### src/rtl/bht_update_ctrl.sv
// bht_update_ctrl
//   Sequencer for a single-ported table of M saturating N-bit branch predictor
//   counters. After reset it sweeps every entry to weakly-not-taken, then
//   arbitrates the table port between fetch lookups and a small FIFO of
//   resolved-branch updates, each applied as a read-modify-write.
//
//   state  | meaning
//   -------+-------------------------------------------------------------
//   INIT   | writing WEAK_NT to entry ptr, one entry per cycle
//   IDLE   | port free: serve full queue, else lookup, else queue head
//   UPD_RD | head counter arriving on tbl_rdata, write updated value
//   UPD_WR | write done, pop head from queue
//
// Ports
//   clk, reset            clock; synchronous active-low reset
//   lk_valid/lk_pc        lookup request, index = lk_pc[AW-1:0]
//   lk_ready              lookup accepted this cycle
//   lk_pred_valid/lk_pred prediction one cycle after accept (1 = taken)
//   up_valid/up_pc/up_taken  resolved-branch update request
//   up_ready              queue can accept an update
//   tbl_en/tbl_we/tbl_addr/tbl_wdata/tbl_rdata  counter table port
//   init_busy             init sweep in progress
//   q_count               update queue occupancy
module bht_update_ctrl #(
  parameter int M      = 64,
  parameter int N      = 2,
  parameter int QDEPTH = 4,
  localparam int AW    = $clog2(M),
  localparam int CW    = $clog2(QDEPTH + 1)
) (
  input  logic          clk,
  input  logic          reset,
  input  logic          lk_valid,
  input  logic [8:0]    lk_pc,
  output logic          lk_ready,
  output logic          lk_pred_valid,
  output logic          lk_pred,
  input  logic          up_valid,
  input  logic [8:0]    up_pc,
  input  logic          up_taken,
  output logic          up_ready,
  output logic          tbl_en,
  output logic          tbl_we,
  output logic [AW-1:0] tbl_addr,
  output logic [N-1:0]  tbl_wdata,
  input  logic [N-1:0]  tbl_rdata,
  output logic          init_busy,
  output logic [CW-1:0] q_count
);

  localparam int QW = $clog2(QDEPTH);
  localparam logic [N-1:0] WEAK_NT = (N == 1) ? '0 : N'(1);

  typedef enum logic [1:0] {INIT, IDLE, UPD_RD, UPD_WR} state_t;

  state_t        state, state_nxt;
  logic [AW-1:0] ptr;
  logic [AW-1:0] q_idx [QDEPTH];
  logic          q_tkn [QDEPTH];
  logic [QW-1:0] rd_ptr, wr_ptr;
  logic [CW-1:0] cnt;
  logic          pv_q;

  logic          en_c, we_c, lk_rdy_c, pop;
  logic [AW-1:0] addr_c;
  logic [N-1:0]  wdata_c;
  logic          push;
  logic [AW-1:0] head_idx;
  logic          head_tkn;
  logic          unused_pc_hi;

  function automatic logic [N-1:0] sat_inc(input logic [N-1:0] c);
    return (&c) ? c : c + N'(1);
  endfunction

  function automatic logic [N-1:0] sat_dec(input logic [N-1:0] c);
    return (c == '0) ? c : c - N'(1);
  endfunction

  assign head_idx     = q_idx[rd_ptr];
  assign head_tkn     = q_tkn[rd_ptr];
  assign unused_pc_hi = ^{lk_pc[8:AW], up_pc[8:AW]};

  always_comb begin
    state_nxt = state;
    en_c      = 1'b0;
    we_c      = 1'b0;
    addr_c    = '0;
    wdata_c   = '0;
    lk_rdy_c  = 1'b0;
    pop       = 1'b0;
    case (state)
      INIT: begin
        en_c    = 1'b1;
        we_c    = 1'b1;
        addr_c  = ptr;
        wdata_c = WEAK_NT;
        if (ptr == AW'(M - 1)) state_nxt = IDLE;
      end
      IDLE: begin
        // A full queue must drain even under continuous lookups.
        if (cnt == CW'(QDEPTH)) begin
          en_c      = 1'b1;
          addr_c    = head_idx;
          state_nxt = UPD_RD;
        end else if (lk_valid) begin
          lk_rdy_c = 1'b1;
          en_c     = 1'b1;
          addr_c   = lk_pc[AW-1:0];
        end else if (cnt != '0) begin
          en_c      = 1'b1;
          addr_c    = head_idx;
          state_nxt = UPD_RD;
        end
      end
      UPD_RD: begin
        en_c      = 1'b1;
        we_c      = 1'b1;
        addr_c    = head_idx;
        wdata_c   = head_tkn ? sat_inc(tbl_rdata) : sat_dec(tbl_rdata);
        state_nxt = UPD_WR;
      end
      UPD_WR: begin
        pop       = 1'b1;
        state_nxt = IDLE;
      end
      default: state_nxt = INIT;
    endcase
  end

  // Port outputs are held quiet while reset is low so an interrupted RMW
  // never reaches the table.
  assign tbl_en        = en_c & reset;
  assign tbl_we        = we_c & reset;
  assign tbl_addr      = reset ? addr_c : '0;
  assign tbl_wdata     = reset ? wdata_c : '0;
  assign lk_ready      = lk_rdy_c & reset;
  assign lk_pred_valid = pv_q & reset;
  assign lk_pred       = pv_q & reset & tbl_rdata[N-1];
  assign up_ready      = reset & (state != INIT) & (cnt < CW'(QDEPTH));
  assign init_busy     = ~reset | (state == INIT);
  assign q_count       = cnt;
  assign push          = up_valid & up_ready;

  always_ff @(posedge clk) begin
    if (!reset) begin
      state  <= INIT;
      ptr    <= '0;
      rd_ptr <= '0;
      wr_ptr <= '0;
      cnt    <= '0;
      pv_q   <= 1'b0;
    end else begin
      state <= state_nxt;
      pv_q  <= lk_valid & lk_rdy_c;
      if (state == INIT) ptr <= ptr + AW'(1);
      if (push) wr_ptr <= wr_ptr + QW'(1);
      if (pop)  rd_ptr <= rd_ptr + QW'(1);
      case ({push, pop})
        2'b10:   cnt <= cnt + CW'(1);
        2'b01:   cnt <= cnt - CW'(1);
        default: cnt <= cnt;
      endcase
    end
  end

  always_ff @(posedge clk) begin
    if (push) begin
      q_idx[wr_ptr] <= up_pc[AW-1:0];
      q_tkn[wr_ptr] <= up_taken;
    end
  end

endmodule

### config.mk
export PLATFORM = sky130hd
export DESIGN_NAME = bht_update_ctrl
export DESIGN_NICKNAME = d
export VERILOG_FILES = /design/src/rtl/bht_update_ctrl.sv
export SDC_FILE = /design/constraint.sdc
export NUM_CORES = 1
export LEC_CHECK = 0
export ABC_AREA = 1
export ABC_CLOCK_PERIOD_IN_PS = 2500
export BUFFER_PORTS_ARGS = -buffer_cell sky130_fd_sc_hd__buf_2
export CAP_MARGIN = 10
export CORE_ASPECT_RATIO = 0.9
export CORE_MARGIN = 2
export CORE_UTILIZATION = 30
export CTS_BUF_LIST = sky130_fd_sc_hd__clkbuf_16
export CTS_CLUSTER_DIAMETER = 150
export CTS_CLUSTER_SIZE = 8
export DETAILED_ROUTE_END_ITERATION = 12
export PLACE_DENSITY = 0.44
export REMOVE_ABC_BUFFERS = 1
export SKIP_CTS_REPAIR_TIMING = 1
export SLEW_MARGIN = 20
export SYNTH_ARGS = -nofsm -noshare
export SYNTH_HDL_FRONTEND = slang
export SYNTH_SLANG_ARGS = --single-unit
### constraint.sdc
create_clock -name clk -period 2.5 [get_ports clk]
set_input_delay 0.25 -clock clk [delete_from_list [all_inputs] [get_ports clk]]
set_output_delay 0.25 -clock clk [all_outputs]
set_load 0.01 [all_outputs]
# == Word level (Yosys, flattened, before mapping) ==
# Memory sizes are Yosys's and may differ from the RTL's. A register that Yosys moved wholly into a read port is not among the register bits.
# Index checks and enable logic that the tools add are counted.
# totals
word_cells,76
register_bits,16
n_memories,2
ramBits,28
# classes
reduce_logical,8
mux,31
n_addsub,7
n_lt_le_gt_ge,1
n_eq_ne,10
bitwise_logic,11
# mem_list
name,depth,word_bits,read_ports,rd_clocked_by_memory_dff,write_ports,line_no,text
q_idx,4,6,1,1,1,58,logic [AW-1:0] q_idx [QDEPTH];
q_tkn,4,1,1,1,1,59,logic q_tkn [QDEPTH];
# op_table
operator,n
$mux 2,12
$mux 6,4
$pmux 6 s3,1
$mux 1,10
$and 1x1->1,9
$pmux 2 s4,1
$add 2x1->2 const B,3
$add 6x1->6 const B,1
$eq 2x2->1 const B,3
$eq 6x6->1 const B,1
$ne 3x3->1 const B,2
$pmux 3 s2,1
$eq 2x1->1 const B,2
$logic_not 2->1,2
$pmux 2 s2,1
$reduce_bool 2->1,2
$add 3x1->3 const B,1
$eq 3x3->1 const B,1
$lt 3x3->1 const B,1
$reduce_and 3->1,1
$reduce_bool 3->1,1
$sub 3x1->3 const B,1
$ne 2x2->1 const B,1
$pmux 1 s2,1
5 further kinds,5

# == Logic depth before layout (Yosys ltp) ==
# logic_depth
word_depth,6
ltp_mapped,13
mapped_depth_nobuf,13

# == Worst setup path before layout ==
# OpenSTA, ideal clock, no wires.
# synth_path
path_kind,register to register
start,register state[0]
end,register cnt[2] (netlist: q_count[2])
n_path_buf,0
t_arrival_ns,1.944
stages_incl_launch_ff,14
setup_slack_ns,0.434
synth_period_minus_slack_ns,2.066
cell_sequence,dfxtp_1 > inv_1 > ha_1 > inv_1 > nand2_2 > nor2_2 > nand2_2 > ha_1 > inv_1 > fa_1 > a21oi_1 > o21ai_0 > o21ai_0 > a21oi_1
# synth_between
elab_chain_cells,6
# synth_lines
item,line_no,text
from (decl),56,"state_t state, state_nxt;"
from (signal assigned),154,state <= state_nxt;
$reduce_bool 2->1 (*),140,assign up_ready = reset & (state != INIT) & (cnt < CW'(QDEPTH));
$and 1x1->1 (*) (2 in a row),140,
named net up_ready,41,"output logic up_ready,"
$and 1x1->1 (*),143,assign push = up_valid & up_ready;
$eq 2x1->1 / $eq 2x2->1 (equally long branches),159,"case ({push, pop})"
$pmux 3 s2 / $reduce_bool 2->1 (equally long branches),-,
to (signal assigned),160,2'b10: cnt <= cnt + CW'(1);
to (signal assigned),161,2'b01: cnt <= cnt - CW'(1);
to (signal assigned),162,default: cnt <= cnt;
to (decl),61,logic [CW-1:0] cnt;
# The timed path passes the listed nets; every way through them passes the cells marked *.
# A chain may end at the register's enable or synchronous reset.

# == Worst setup path after layout ==
# layout_path
start,register state[1]
end,register cnt[2] (netlist: q_count[2])
# layout_between
elab_chain_cells,6
# layout_lines
item,line_no
$reduce_bool 2->1,140
$and 1x1->1 (2 in a row),140
$and 1x1->1,143
$eq 2x1->1 / $eq 2x2->1 (equally long branches),159
$pmux 3 s2 / $reduce_bool 2->1 (equally long branches),-
# Several ways; a longest one is shown, not always the timed one.

==> out/results.txt <==
Status -> completed
Post-synthesis compound-gate area fraction -> 13.4%
Share of cells above drive strength 1 -> 22.7%
Seq cells post-synth -> 46
RSZ-0062 raised after global routing -> false
Seq/Total Area, Yosys -> 52.8%
Final Hold Viols -> 0
Number of global-route vias before repair -> 1,608
Post-DP HPWL -> 3630 µm
Async set-reset flop share out of synthesis -> 0%
Synth Area in Adders -> 7.48%
R2R setup slack -> 0.23 ns
Buffer and inverter count on the worst path -> 3
Slew headroom -> 67.4%
Largest family of logic cells by synthesized area -> simple AND/OR/NAND/NOR gates
Crit end category -> flop
Clock Path Buffers -> 2
Commonest cells post-synth -> nand2_1 (39), nor2_1 (37), inv_1 (29)
Antenna violations before repair -> 0
Crit path kind -> flop to flop
Sequential power share -> 41.1%
Chip Width -> 95.8 µm
# rows -> 30
Switch share -> 34.2%
Area occupied by multi-input gates -> 906 µm²
Area leader, netlist -> edfxtp_1
FF-to-FF End -> q_count[2]
Die Y -> 86.6 µm
Post-place setup slack -> 0.283 ns
Pleak -> 1.13 nW
Ports -> 43
Hold endpoint -> q_idx[1][2]
Post-Synth XOR/XNOR Area -> 0.385%
Synth top area share -> 36.9%
Total power -> 2.27 mW
Worst hold path depth -> 1
Post-synth EDFFs -> 28
Worst-path fanout max -> 9
GP Congestion -> 0.800
Max-cap viol count -> 0
CTS Sinks -> 46
Mux contribution to synthesized area -> 0%
DRT antenna net count -> 0
CTS tree -> built
Hold Path Class -> primary input to flop
Warnings, synthesis -> 0
Via count -> 1,765
DR iter-0 viols -> 49
Count of cell types in the netlist -> 24
Area contributors post-synth -> edfxtp_1 (37%), dfxtp_1 (16%), ha_1 (6.6%), nand2_1 (6.4%), nor2_1 (6.1%)
Clock power share -> 29.2%
Internal cell power -> 1.49 mW
Slew @ Worst Pin -> 0.489 ns
Fillers -> 778
Cells after Synth -> 252
WP data required -> 2.67 ns
Net switching power -> 778 µW
Synthesized area -> 2280 µm²
Delay-heaviest family, CP -> adder cells
Avg Inst Size Synth -> 9.03 µm²
Final WL -> 5060 µm
Cells along the critical path -> inv_1 > ha_1 > inv_1 > nand2_2 > nor2_2 > nand2_2 > ha_1 > inv_1 > fa_1 > a21oi_1 > o21ai_0 > o21ai_0 > a21oi_1
DRC -> 0
H-tree depth -> 2
Root Buffer -> clkbuf_16
Core Area -> 7430 µm²
Slew Limit Fails -> 0
Most frequent CP cell -> inv_1
Pin count of the biggest net entering global routing -> 17
Critical path startpoint category -> flop
Crit path DAT -> 2.44 ns
RR Startpoint -> state[1]
GR Util All Layers -> 12.7%
Fin crit share -> 90.8%
Slowest library cell on the worst path -> fa_1
CTS buffer count -> 5
Most frequent cell after synthesis -> nand2_1
Setup TNS -> 0 ns
Flip-flop and latch area -> 1200 µm²
Gate power share -> 29.8%
Period minus WS final -> 2.27 ns
Min-Delay Startpoint -> up_pc[2]
FMAX -> 441 MHz
N_diodes -> 0
R2r worst-path depth -> 13
First-pass GRT wire length -> 7870 µm
Wire length per cell -> 12.9 µm
Power per Cell Area -> 834 nW/µm²
# setup viols final -> 0
Peak VDD IR -> 0.460 mV
Layout Skew -> 0.00423 ns
Critical path's largest stage delay -> 0.38 ns
Vias per inst -> 4.51
Layout Nets -> 332
Clock Latency Late Sink -> 0.28 ns
Clock-pin slew on the worst setup and hold paths -> 0.07 ns
Starting Density -> 30.6%
Die footprint -> 8300 µm²
Grt total ovfl -> 0
Setup ws final -> 0.231 ns
1st-pass router iterations -> 4
Core Util, Final -> 36.7%
IO Port Bufs -> 36
Area grow syn2layout -> 19.8%
Simple-Gate Fraction of Synth Area -> 18.5%
Synth Flop Type -> edfxtp_1
==> flip-flops by register name, summed over array words and instances, names as in the netlist, named ones only <==
| signal | cells |
|---|---|
| q_count | 3 |
| ptr | 6 |
| rd_ptr | 2 |
| state | 2 |
| pv_q | 1 |
| q_idx | 24 |
| q_tkn | 4 |
| wr_ptr | 2 |
==> final cells by class <==
type / count / share of cell area [%]
repair buffers: 43 / 8.54
clock inverters: 3 / 0.918
multi-input cells: 167 / 33.2
well taps: 96 / 4.41
clock buffers: 5 / 4.59
flip-flops and latches: 46 / 44.1
inverters: 31 / 4.27
==> metrics by stage <==
stage	hold WS, ns	area, µm²	std cells
after floorplan	0.349	2220	244
after global placement	0.463	2580	383
after detailed placement	0.471	2580	383
after CTS	0.176	2730	391
after global routing	0.172	2730	391
final	0.178	2730	391
==> layout by cell type, fill, tap and decap left out, types with 4 or more instances in the layout <==
cell       count
a21oi_2        6
inv_1         29
nand2_2        4
buf_2         36
buf_4          7
edfxtp_1      28
clkbuf_16      5
o21ai_0       18
dfxtp_1       18
o21ai_1       13
nand2_1       39
ha_1          12
nand4_1        6
nand3_1        5
a21oi_1       15
nor2_1        37
==> power groups by stage <==
| stage | registers [mW] | logic, mW | clock network, mW |
|---|---|---|---|
| after floorplan | 0.942 | 0.451 | 0 |
| after global placement | 0.949 | 0.677 | 0 |
| after detailed placement | 0.951 | 0.685 | 0 |
| after CTS | 0.935 | 0.689 | 0.686 |
| after global routing | 0.943 | 0.782 | 0.716 |
| final | 0.934 | 0.677 | 0.663 |
==> per-layer routing <==
| metal | vias to the layer above | GRT usage (%) | wire length, µm | part of all wire, % |
|---|---|---|---|---|
| met5 | - | 0 | 0 | 0 |
| met4 | 0 | 4.29 | 75 | 1.5 |
| met3 | 5 | 2.61 | 177 | 3.5 |
| met2 | 25 | 20.4 | 2320 | 46 |
| met1 | 819 | 17.2 | 2490 | 49 |
| li1 | 916 | - | - | - |
==> worst reg2reg max path, delay by kind of cell (launching register included) <==
| kind | cells | cell delay, ns |
|---|---|---|
| adders and majority gates | 3 | 0.74 |
| AOI/OAI and AO/OA | 4 | 0.49 |
| DFF | 1 | 0.34 |
| buffers and inverters | 3 | 0.30 |
| and+or+nand+nor | 3 | 0.28 |
==> cells by family after synthesis <==
| kind of cell | after synthesis |
|---|---|
| flip-flops | 46 |
| adder cells (fa/ha/maj) | 13 |
| AND/OR/NAND/NOR | 98 |
| buffers and inverters | 39 |
| XOR/XNOR | 1 |
| AO/OA/AOI/OAI | 55 |
==> worst max path at each step <==
| stage | startpoint | end | slack (ns) | depth (start not counted) |
|---|---|---|---|---|
| global placement | state[0] | q_count[2] | 0.33 | 13 |
| floorplan | state[0] | q_count[2] | 0.22 | 13 |
| finish | state[1] | q_count[2] | 0.23 | 13 |
| CTS | state[1] | q_count[2] | 0.24 | 13 |
| detailed placement | state[0] | q_count[2] | 0.28 | 13 |
| global route | state[0] | q_count[2] | 0.02 | 13 |
No activity file was read; power rests on OpenSTA's default activity.
